===== config.mk =====
export PLATFORM = sky130hd
export DESIGN_NAME = left_funnel_shifter
export DESIGN_NICKNAME = d
export VERILOG_FILES = /design/src/rtl/funnel_pkg.sv /design/src/rtl/funnel_barrel_stage.sv /design/src/rtl/left_funnel_shifter.sv
export SDC_FILE = /design/constraint.sdc
export NUM_CORES = 1
export LEC_CHECK = 0
export ABC_CLOCK_PERIOD_IN_PS = 900
export BUFFER_PORTS_ARGS = -buffer_cell sky130_fd_sc_hd__buf_2
export CORE_AREA = 5 5 53 78
export CTS_BUF_LIST = sky130_fd_sc_hd__clkbuf_4
export DETAILED_ROUTE_END_ITERATION = 10
export DIE_AREA = 0 0 58 83
export GPL_TIMING_DRIVEN = 0
export PLACE_DENSITY_LB_ADDON = 0.1
export SYNTH_ARGS = -nofsm -noshare
export SYNTH_HDL_FRONTEND = slang
export SYNTH_HIERARCHICAL = 1
export SYNTH_SLANG_ARGS = --single-unit

===== constraint.sdc =====
create_clock -name clk -period 0.9 [get_ports clk]
set_input_delay 0.045 -clock clk [delete_from_list [all_inputs] [get_ports clk]]
set_output_delay 0.045 -clock clk [all_outputs]
set_load 0.01 [all_outputs]

===== src/rtl/funnel_pkg.sv =====
// Shared constants and word types for the left funnel shifter.
package funnel_pkg;
  localparam int FS_WIDTH = 10;
  localparam int FS_AMT_W = 4;

  typedef logic [FS_WIDTH-1:0] fs_word_t;
  typedef logic [FS_AMT_W-1:0] fs_amt_t;
endpackage


===== src/rtl/funnel_barrel_stage.sv =====
// One barrel level: shift left by a fixed power of two when enabled.
module funnel_barrel_stage #(
  parameter int W     = 20,
  parameter int SHIFT = 1
) (
  input  logic         en,
  input  logic [W-1:0] d,
  output logic [W-1:0] q
);
  assign q = en ? (d << SHIFT) : d;
endmodule


===== src/rtl/left_funnel_shifter.sv =====
// Left funnel shifter: upper half of ({in1,in2} << amt), registered.
module left_funnel_shifter
  import funnel_pkg::*;
#(
  parameter int WIDTH = FS_WIDTH,
  parameter int AMT_W = FS_AMT_W
) (
  input  logic             clk,
  input  logic             rst_n,
  input  logic             in_valid,
  input  logic [WIDTH-1:0] in1,
  input  logic [WIDTH-1:0] in2,
  input  logic [AMT_W-1:0] amt,
  output logic             out_valid,
  output logic [WIDTH-1:0] y
);
  logic [2*WIDTH-1:0] chain [AMT_W+1];

  assign chain[0] = {in1, in2};

  for (genvar k = 0; k < AMT_W; k++) begin : g_stage
    funnel_barrel_stage #(
      .W     (2*WIDTH),
      .SHIFT (1 << k)
    ) u_stage (
      .en (amt[k]),
      .d  (chain[k]),
      .q  (chain[k+1])
    );
  end

  always_ff @(posedge clk or negedge rst_n) begin
    if (!rst_n) begin
      out_valid <= 1'b0;
      y         <= '0;
    end else begin
      out_valid <= in_valid;
      if (in_valid)
        y <= chain[AMT_W][2*WIDTH-1 -: WIDTH];
    end
  end
endmodule


==> metrics.md, run 1 <==
| Metric | Value |
|---|---|
| Outcome | finished with violations |
| Failing checks | negative setup slack |
| Final hold vios | 0 |
| CP Cell Sequence | buf_12, mux2_4, mux2_4, mux2_4, mux2_4, mux2_4 |
| Critical path peak fanout | 5 |
| Vias in the first global route | 1014 |
| Initial core utilization | 0.445 |
| CORE AREA | 0.00338 mm^2 |
| Placed cell area | around 0.0017 mm^2 |
| Netlist Area Pre-Place | 0.00150 mm^2 |
| Combinational power share | 0.523 |
| Pleak | just under 0.001 uW |
| Pin count of the biggest net entering global routing | 12 |
| Final instance area | 0.00185 mm^2 |
| Switching share of power | 0.261 |
| First-pass detailed-route iteration total | 2 |
| Drt drc | 0 |
| Drt wl/cell | 13.9 um |
| CP max-delay cell | mux2_4 |
| Worst Skew | 0 ns |
| Syn Area/Cell | 15.3 um^2 |
| M1 wire length | 799 um |
| Initial antenna violation count | 0 |
| CTS Sinks | 11 |
| Sequential share of power | 0.305 |
| CTS tree | built |
| R2R Setup Slk | 0.14 ns |
| Die width | 58 um |
| Most used cell along the critical path | mux2_4 |
| DRT iter0 DRCs | 8 |
| H-tree depth | 1 |
| Max Used Layer | met4 |
| Worst endpoint required time | about 1.1 ns |
| Clock period minus worst slack | around 1.4 ns |
| Die ar. | 0.00481 mm^2 |
| Final slew viol count | 0 |
| RSZ-0062 raised after global routing | true |
| Routed wire length | 2.53 mm |
| GP Congestion | just under 0.8 |
| Pint | roughly 1500 uW |
| Clock Latency Late Sink | approximately 0.26 ns |
| CP startpoint kind | input pin |
| Slew HR | 0.840 |
| Std-Cell Rows | 26 |
| Placed Instances | approximately 170 |
| Ports | 38 |
| Setup WS post-layout | -0.481 ns |
| WL met2 | 1.54 mm |
| Syn nets | 125 |
| Number of setup violations in the final report | 10 |
| Syn. warnings | 6 |
| CP Capture Type | register |
| CP Data Arrival Time | 1.53 ns |
| MaxCap Viol Count | 0 |
| CTS Buf Count | 3 |
| Clk pin slew, worst setup/hold paths | 0.07 ns |
| Clock Tree Root | clkbuf_4 |
| Worst hold path type | in2reg |
| Synth Instances | 98 |
| Diode count | 0 |
| Via density | ~5.0 |
| Tcrit/Tclk final | 1.53 |
| Maximum VDD drop | 0.787 mV |
| Share of cells above drive strength 1 | 0.871 |
| Nets | 168 |
| Overflow after GRT | 0 |
| Global-route wire length before repair | between 4 and 5 mm |
| Clock share of power | 0.172 |
| Met3 wire length | approximately 140 um |
| ANT nets after route | 0 |
| Critical Path Max Stage Delay | 0.30 ns |
| CTS max path bufs | 2 |
| Total track usage | 0.113 |
| FMAX | 0.724 GHz |
| Psw | 537 uW |
| Non-filler cells, final | about 180 |
| Synthesis-to-layout area growth | 23.1% |
| Cell Pwr Density | around 1100 mW/mm^2 |
| Routed via count | 902 |
| Die height | 83 um |
| Buffers on Ports | 33 |
| Crit Path Class | in2reg |
| Worst Max-Slew Pin Slew | between 0.2 and 0.25 ns |
-- power groups by stage --
stage | sequential [uW] | combinational (uW) | clock, uW
6_report | 627 | 1080 | 354
5_1_grt | 642 | 1160 | 396
4_1_cts | 631 | 1100 | 372
3_5_place_dp | 639 | 1060 | 0
3_3_place_gp | 635 | 1050 | 0
2_1_floorplan | 679 | 782 | 0
-- cell type report --
cell class | count | area [um^2]
timing repair buffer | 38 | 248
buffer | 9 | 119
multi-input combinational | 78 | 1130
tap | 42 | 52.6
clock buffer | 4 | 30.0
fill | 324 | 1530
sequential | 11 | 275
-- path summary, 6_finish.rpt --
check	start	to	depth (start not counted)
worst max-delay path	amt[0]	y[1]	6
worst min-delay path	amt[3]	y[6]	3
worst max register to register	y[3]	y[3]	1
worst min register to register	y[8]	y[8]	1
max in group asynchronous	rst_n	y[6]	2
min in group asynchronous	rst_n	y[3]	2
-- metal layers --
layer | GRT usage | up-vias
li1 | - | 446
met1 | 0.100 | 421
met2 | 0.238 | 31
met3 | 0.0124 | 4
met4 | 0.0443 | 0
met5 | 0 | -
-- critical path: cells and delay by family --
family	cells	cell delay [ns]
buf+inv	1	0.11
mux	5	1.37
-- per-stage QoR --
step / hold WS, ns / worst slack (ns) / power, uW / util / setup TNS (ns)
floorplan: -0.251 / -0.728 / 1460 / - / -7.18
global placement: -0.0841 / -0.774 / 1680 / 0.514 / -7.59
detailed placement: -0.0752 / -0.783 / 1700 / 0.514 / -7.67
CTS: 0.146 / -0.479 / 2100 / 0.547 / -4.63
global route: 0.145 / -0.501 / 2200 / 0.547 / -4.77
finish: 0.154 / -0.481 / 2060 / 0.547 / -4.67
-- layout by cell type, fill, tap and decap left out --
master         count
nor2b_1            5
buf_6              7
dfrtp_1           11
buf_4              1
mux2_4            73
buf_16             2
buf_12             2
dlygate4sd3_1      2
clkbuf_4           4
buf_2             33
-- registers in the layout, summed over array words and instances, names as in the netlist --
register   cells
out_valid      1
y             10
-- timing repair --
action / 4_1_cts / 5_1_grt
hold buffers: 2 / 0
endpoints found under the setup margin: 10 / 10
gates cloned: 2 / 0
buffers inserted: 1 / 0
gates resized for setup: 2 / 0
endpoints found under the hold margin: 12 / 0
Power figures use the tool's default switching activity.
==> inputs of run 2 (changes only) <==
CTS_BUF_LIST = sky130_fd_sc_hd__clkbuf_8   (was sky130_fd_sc_hd__clkbuf_4)
SLEW_MARGIN = 20   (was default)
==> metrics.md, run 2 (synthesized netlist as in run 1, its figures left out) <==
| Metric | Value |
|---|---|
| Overflow after GRT | 0 |
| CP startpoint kind | input pin |
| Pleak | 0.00100 uW |
| Maximum VDD drop | 0.795 mV |
| Diode count | 0 |
| Synthesis-to-layout area growth | 24.1% |
| Share of cells above drive strength 1 | 0.864 |
| MaxCap Viol Count | 0 |
| Clock Latency Late Sink | 0.23 ns |
| Reg with most FFs | y |
| Tcrit/Tclk final | 1.57 |
| Fillers | 324 |
| Sequential share of power | 0.288 |
| CTS Buf Count | 3 |
| CP Data Arrival Time | 1.53 ns |
| Hold Crit Depth | 3 |
| Fin util | 0.552 |
| Failing checks | negative setup slack |
| Die width | 58 um |
| Critical Path Max Stage Delay | 0.30 ns |
| CP max-delay cell | mux2_4 |
| Clock period minus worst slack | ~1.4 ns |
| Psw | 560 uW |
| Via density | 4.96 |
| Slew HR | 0.837 |
| Initial antenna violation count | 0 |
| Setup WS post-layout | -0.511 ns |
| Top flop regs | y: 10 flops, out_valid: 1 flops |
| Most common cell after layout, fill and taps aside | mux2_4 |
| RSZ-0062 raised after global routing | true |
| Worst hold path type | in2reg |
| Ports | 38 |
| Routed wire length | 2.57 mm |
| CP Capture Type | register |
| Critical path peak fanout | 5 |
| Clock share of power | 0.217 |
| Drt wl/cell | 14.1 um |
| Max reg flops | 10 |
| Final hold vios | 0 |
| ANT nets after route | 0 |
| Total track usage | 0.114 |
| Routed via count | between 900 and 1000 |
| FMAX | approximately 0.7 GHz |
| Buffers on Ports | 33 |
| Final slew viol count | 0 |
| Std-Cell Rows | 26 |
| Clk pin slew, worst setup/hold paths | ~0.050 ns |
| TNS Setup | -4.99 ns |
| H-tree depth | 1 |
| Initial core utilization | 0.445 |
| First-pass detailed-route iteration total | 2 |
| CTS Sinks | 11 |
| GP Congestion | 0.776 |
| CTS max path bufs | 2 |
| Nets | roughly 170 |
| CORE AREA | approximately 0.0034 mm^2 |
| Outcome | finished with violations |
| R2r worst-path depth | 1 |
| Number of setup violations in the final report | 10 |
| Most used cell along the critical path | mux2_4 |
| Switching share of power | 0.257 |
| Global-route wire length before repair | 4.36 mm |
| Pre-CTS setup slack | -0.783 ns |
| Worst endpoint required time | 1.02 ns |
| CTS tree | built |
| Commonest cells after routing, fill and taps aside | mux2_4 (73), buf_2 (33), dfrtp_1 (11), buf_6 (7), nor2b_1 (5) |
| Vias in the first global route | 1029 |
| Pin count of the biggest net entering global routing | 12 |
| CP Cell Sequence | buf_12, mux2_4, mux2_4, mux2_4, mux2_4, mux2_4 |
| Die height | a little over 80 um |
| Pint | approximately 1600 uW |
| Crit Path Class | in2reg |
| Worst Max-Slew Pin Slew | 0.244 ns |
| Cell Pwr Density | roughly 1200 mW/mm^2 |
| DRT iter0 DRCs | 6 |
| Drt drc | 0 |
| Combinational power share | 0.495 |
| Clock Tree Root | clkbuf_8 |
| Worst Skew | 0 ns |
| Die ar. | around 0.0048 mm^2 |
## run 2: cell count changes in the layout (fill, tap and decap cells not counted)
cell,before,now
clkbuf_4,4,0
inv_1,0,1
clkbuf_8,0,3
## run 2: metal layers
layer / wire length (um) / track usage / vias to the layer above
li1: - / - / 445
met1: 818 / 0.101 / 423
met2: 1570 / 0.240 / 31
met3: 149 / 0.0124 / 4
met4: 35 / 0.0443 / 0
met5: 0 / 0 / -
## run 2: final cells by class
type	count	area [um^2]	area share
multi-input combinational	78	1130	0.604
tap	42	52.6	0.0282
clock inverter	1	3.75	0.00201
clock buffer	3	41.3	0.0221
timing repair buffer	38	248	0.133
sequential	11	275	0.147
buffer	9	119	0.0637
## run 2: repair_timing
item                                   4_1_cts  5_1_grt
gates resized for setup                      2        0
hold buffers                                 2        0
endpoints found under the hold margin       12        0
setup endpoints to repair                   10       10
buffers inserted                             1        0
gates cloned                                 2        0
## run 2: path summary, 6_finish.rpt
path / start / to / slack, ns
worst max register to register: y[3] / y[3] / 0.15
worst min-delay path: amt[3] / y[6] / 0.18
min in group asynchronous: rst_n / y[3] / 0.20
max in group asynchronous: rst_n / y[6] / 0.49
worst max-delay path: amt[0] / y[1] / -0.51
worst min register to register: y[8] / y[8] / 0.50
## run 2: per-stage QoR
stage	hold slack [ns]	instance area [um^2]	instances	total power, uW
floorplan	-0.251	1520	98	1460
global placement	-0.0841	1740	173	1680
detailed placement	-0.0752	1740	173	1700
CTS	0.181	1870	182	2220
global route	0.186	1870	182	2320
finish	0.185	1870	182	2180
## run 2: worst max-delay path, delay by kind of cell
kind                   cells  cell delay, ns
buffers and inverters      1            0.11
muxes                      5            1.37
## run 2: power groups by stage
stage	Sequential [uW]	Clock [uW]	Combinational [uW]
2_1_floorplan	679	0	782
3_3_place_gp	635	0	1050
3_5_place_dp	639	0	1060
4_1_cts	633	490	1100
5_1_grt	644	515	1160
6_report	629	473	1080
==> inputs of run 3 (changes only) <==
CORE_AREA = 5 5 47 70   (was 5 5 53 78)
DIE_AREA = 0 0 52 75   (was 0 0 58 83)
SYNTH_HIERARCHICAL = default   (was 1)
==> metrics.md, run 3 <==
| Metric | Value |
|---|---|
| Outcome | finished with violations |
| Drt wl/cell | 18.6 um |
| Vias in the first global route | roughly 1200 |
| CP Data Arrival Time | roughly 1.3 ns |
| GP Congestion | 0.886 |
| Pwr Total | 2040 uW |
| Post-synthesis sequential area ratio | 0.219 |
| Global-route wire length before repair | 5.43 mm |
| Buffers on Ports | 33 |
| CP Capture Type | register |
| Synth cell types | 30 |
| Main flop type after synthesis | dfrtp_1 |
| Pint | 1390 uW |
| CP max-delay cell | mux4_2 |
| Setup WS post-layout | -0.255 ns |
| Psw | around 650 uW |
| Hold_ws | 0.0346 ns |
| Clock Tree Root | clkbuf_8 |
| Synth Instances | 107 |
| Worst Max-Slew Pin Slew | 0.383 ns |
| Number of setup violations in the final report | 10 |
| MaxCap Viol Count | 0 |
| H-tree depth | 1 |
| Top flop regs | y: 10 flops, out_valid: 1 flops |
| First-pass detailed-route iteration total | 4 |
| Die height | 75 um |
| Maximum VDD drop | 0.595 mV |
| Tcrit/Tclk final | 1.28 |
| DP HPWL | 2.61 mm |
| Die ar. | 0.00390 mm^2 |
| CTS tree | built |
| Initial core utilization | 0.479 |
| CTS Sinks | 11 |
| Share of cells above drive strength 1 | 0.617 |
| Worst hold path type | in2reg |
| Clock share of power | 0.236 |
| Nets | 182 |
| Sequential share of power | 0.295 |
| Worst endpoint required time | 1.00 ns |
| Leading post-synthesis cells by cell area | dfrtp_1 (22%), mux4_2 (20%), mux2i_1 (14%) |
| CTS max path bufs | 2 |
| Via density | 5.68 |
| Failing checks | negative setup slack |
| Synthesis-to-layout area growth | 45.6% |
| Final hold vios | 0 |
| ANT nets after route | 0 |
| Cell Pwr Density | 1110 mW/mm^2 |
| Leading area contributor after synthesis | dfrtp_1 |
| Total track usage | 0.188 |
| Die width | 52 um |
| CP Cell Sequence | buf_12, buf_4, buf_6, mux4_2, nand2b_4, o311ai_2, o221ai_1 |
| RSZ-0062 raised after global routing | true |
| Pre-CTS setup slack | -0.609 ns |
| Switching share of power | 0.319 |
| Ports | 38 |
| Critical Path Max Stage Delay | 0.52 ns |
| Clk pin slew, worst setup/hold paths | 0.05 ns |
| Clock period minus worst slack | 1.16 ns |
| Crit Path Class | in2reg |
| Routed wire length | 3.55 mm |
| Commonest cells after routing, fill and taps aside | buf_2 (33), mux4_2 (17), dfrtp_1 (11), mux2i_1 (10), nor2_1 (8) |
| Overflow after GRT | 0 |
| FF+latch count, synth | 11 |
| Clock Latency Late Sink | 0.24 ns |
| Critical path peak fanout | 5 |
| Final slew viol count | 0 |
| Max reg flops | 10 |
| R2R Setup Slk | 0.12 ns |
| CP startpoint kind | input pin |
| Combinational power share | 0.469 |
| Worst Skew | 0 ns |
| Pin count of the biggest net entering global routing | 12 |
| DRT iter0 DRCs | 38 |
| Slew HR | 0.744 |
| Syn. warnings | 0 |
| Netlist Area Pre-Place | 0.00125 mm^2 |
| Drt drc | 0 |
| Std-Cell Rows | 23 |
| Syn nets | around 130 |
| Reg with most FFs | y |
| Synth top area share | 0.219 |
| Pleak | 0.000759 uW |
| CORE AREA | 0.00262 mm^2 |
| Number of synthesized flops with an enable pin | 0 |
| Top cells by count, synth | mux2i_1 (17), dfrtp_1 (11), mux4_2 (11) |
| Initial antenna violation count | 0 |
| Fin util | 0.698 |
| Diode count | 0 |
| FMAX | 0.866 GHz |
| Most common cell after layout, fill and taps aside | buf_2 |
| Async SR Flop Fraction | 1.00 |
| CTS Buf Count | 3 |
| Most frequent cell after synthesis | mux2i_1 |
| Syn Area/Cell | 11.7 um^2 |
| Routed via count | 1084 |
==> run 3: power by group through the flow <==
stage	registers, uW	clock network, uW	logic (uW)
2_1_floorplan	639	0	456
3_3_place_gp	602	0	721
3_5_place_dp	606	0	732
4_1_cts	600	490	867
5_1_grt	607	534	1010
6_report	600	481	954
==> run 3: layout make-up <==
class                      instances  area (um^2)
buffer                            11          125
clock buffer                       3         41.3
clock inverter                     1         3.75
fill                             193          792
inverter                           2         7.51
multi-input combinational         83         1010
sequential                        11          275
tap                               37         46.3
timing repair buffer              43          318
==> run 3: critical path: cells and delay by family <==
| family | cells | cell delay (ns) |
|---|---|---|
| compound gates | 2 | 0.23 |
| buf+inv | 3 | 0.29 |
| mux | 1 | 0.52 |
| simple gates | 1 | 0.16 |
==> run 3: timing repair <==
item                                   CTS  global route
buffers inserted                         3             3
pin swaps                                5             8
endpoints found under the hold margin   11             0
gates cloned                             3             0
resized for setup                       22            20
hold buffers                             1             0
setup endpoints to repair               10            10
==> run 3: final timing paths <==
check / from / to / depth (start not counted)
setup / recovery: amt[0] / y[8] / 7
hold / removal: in_valid / out_valid / 1
setup reg to reg: y[6] / y[6] / 3
hold reg to reg: y[1] / y[1] / 2
max in group asynchronous: rst_n / y[8] / 2
min in group asynchronous: rst_n / y[3] / 2
==> run 3: kinds of logic (layout without fill, tap and decap cells) <==
| family | count (synthesis) | after routing | share of synthesized area |
|---|---|---|---|
| buffers and inverters | 13 | 60 | 0.0718 |
| and+or+nand+nor | 25 | 25 | 0.106 |
| muxes | 36 | 36 | 0.477 |
| DFF | 11 | 11 | 0.219 |
| AOI/OAI and AO/OA | 22 | 22 | 0.127 |
==> run 3: layer usage <==
metal / part of all wire / GRT usage / up-vias
met5: 0 / 0 / -
met4: 0.020 / 0.0787 / 0
met3: 0.047 / 0.0257 / 7
met2: 0.59 / 0.382 / 39
met1: 0.35 / 0.182 / 516
li1: - / - / 522
==> run 3: through the flow <==
| step | instance area (um^2) | instances | setup TNS [ns] |
|---|---|---|---|
| final | 1830 | 191 | -1.78 |
| after global routing | 1830 | 191 | -1.93 |
| after floorplan | 1270 | 107 | -3.13 |
| after global placement | 1490 | 177 | -4.48 |
| after detailed placement | 1490 | 177 | -4.61 |
| after CTS | 1730 | 188 | -1.64 |
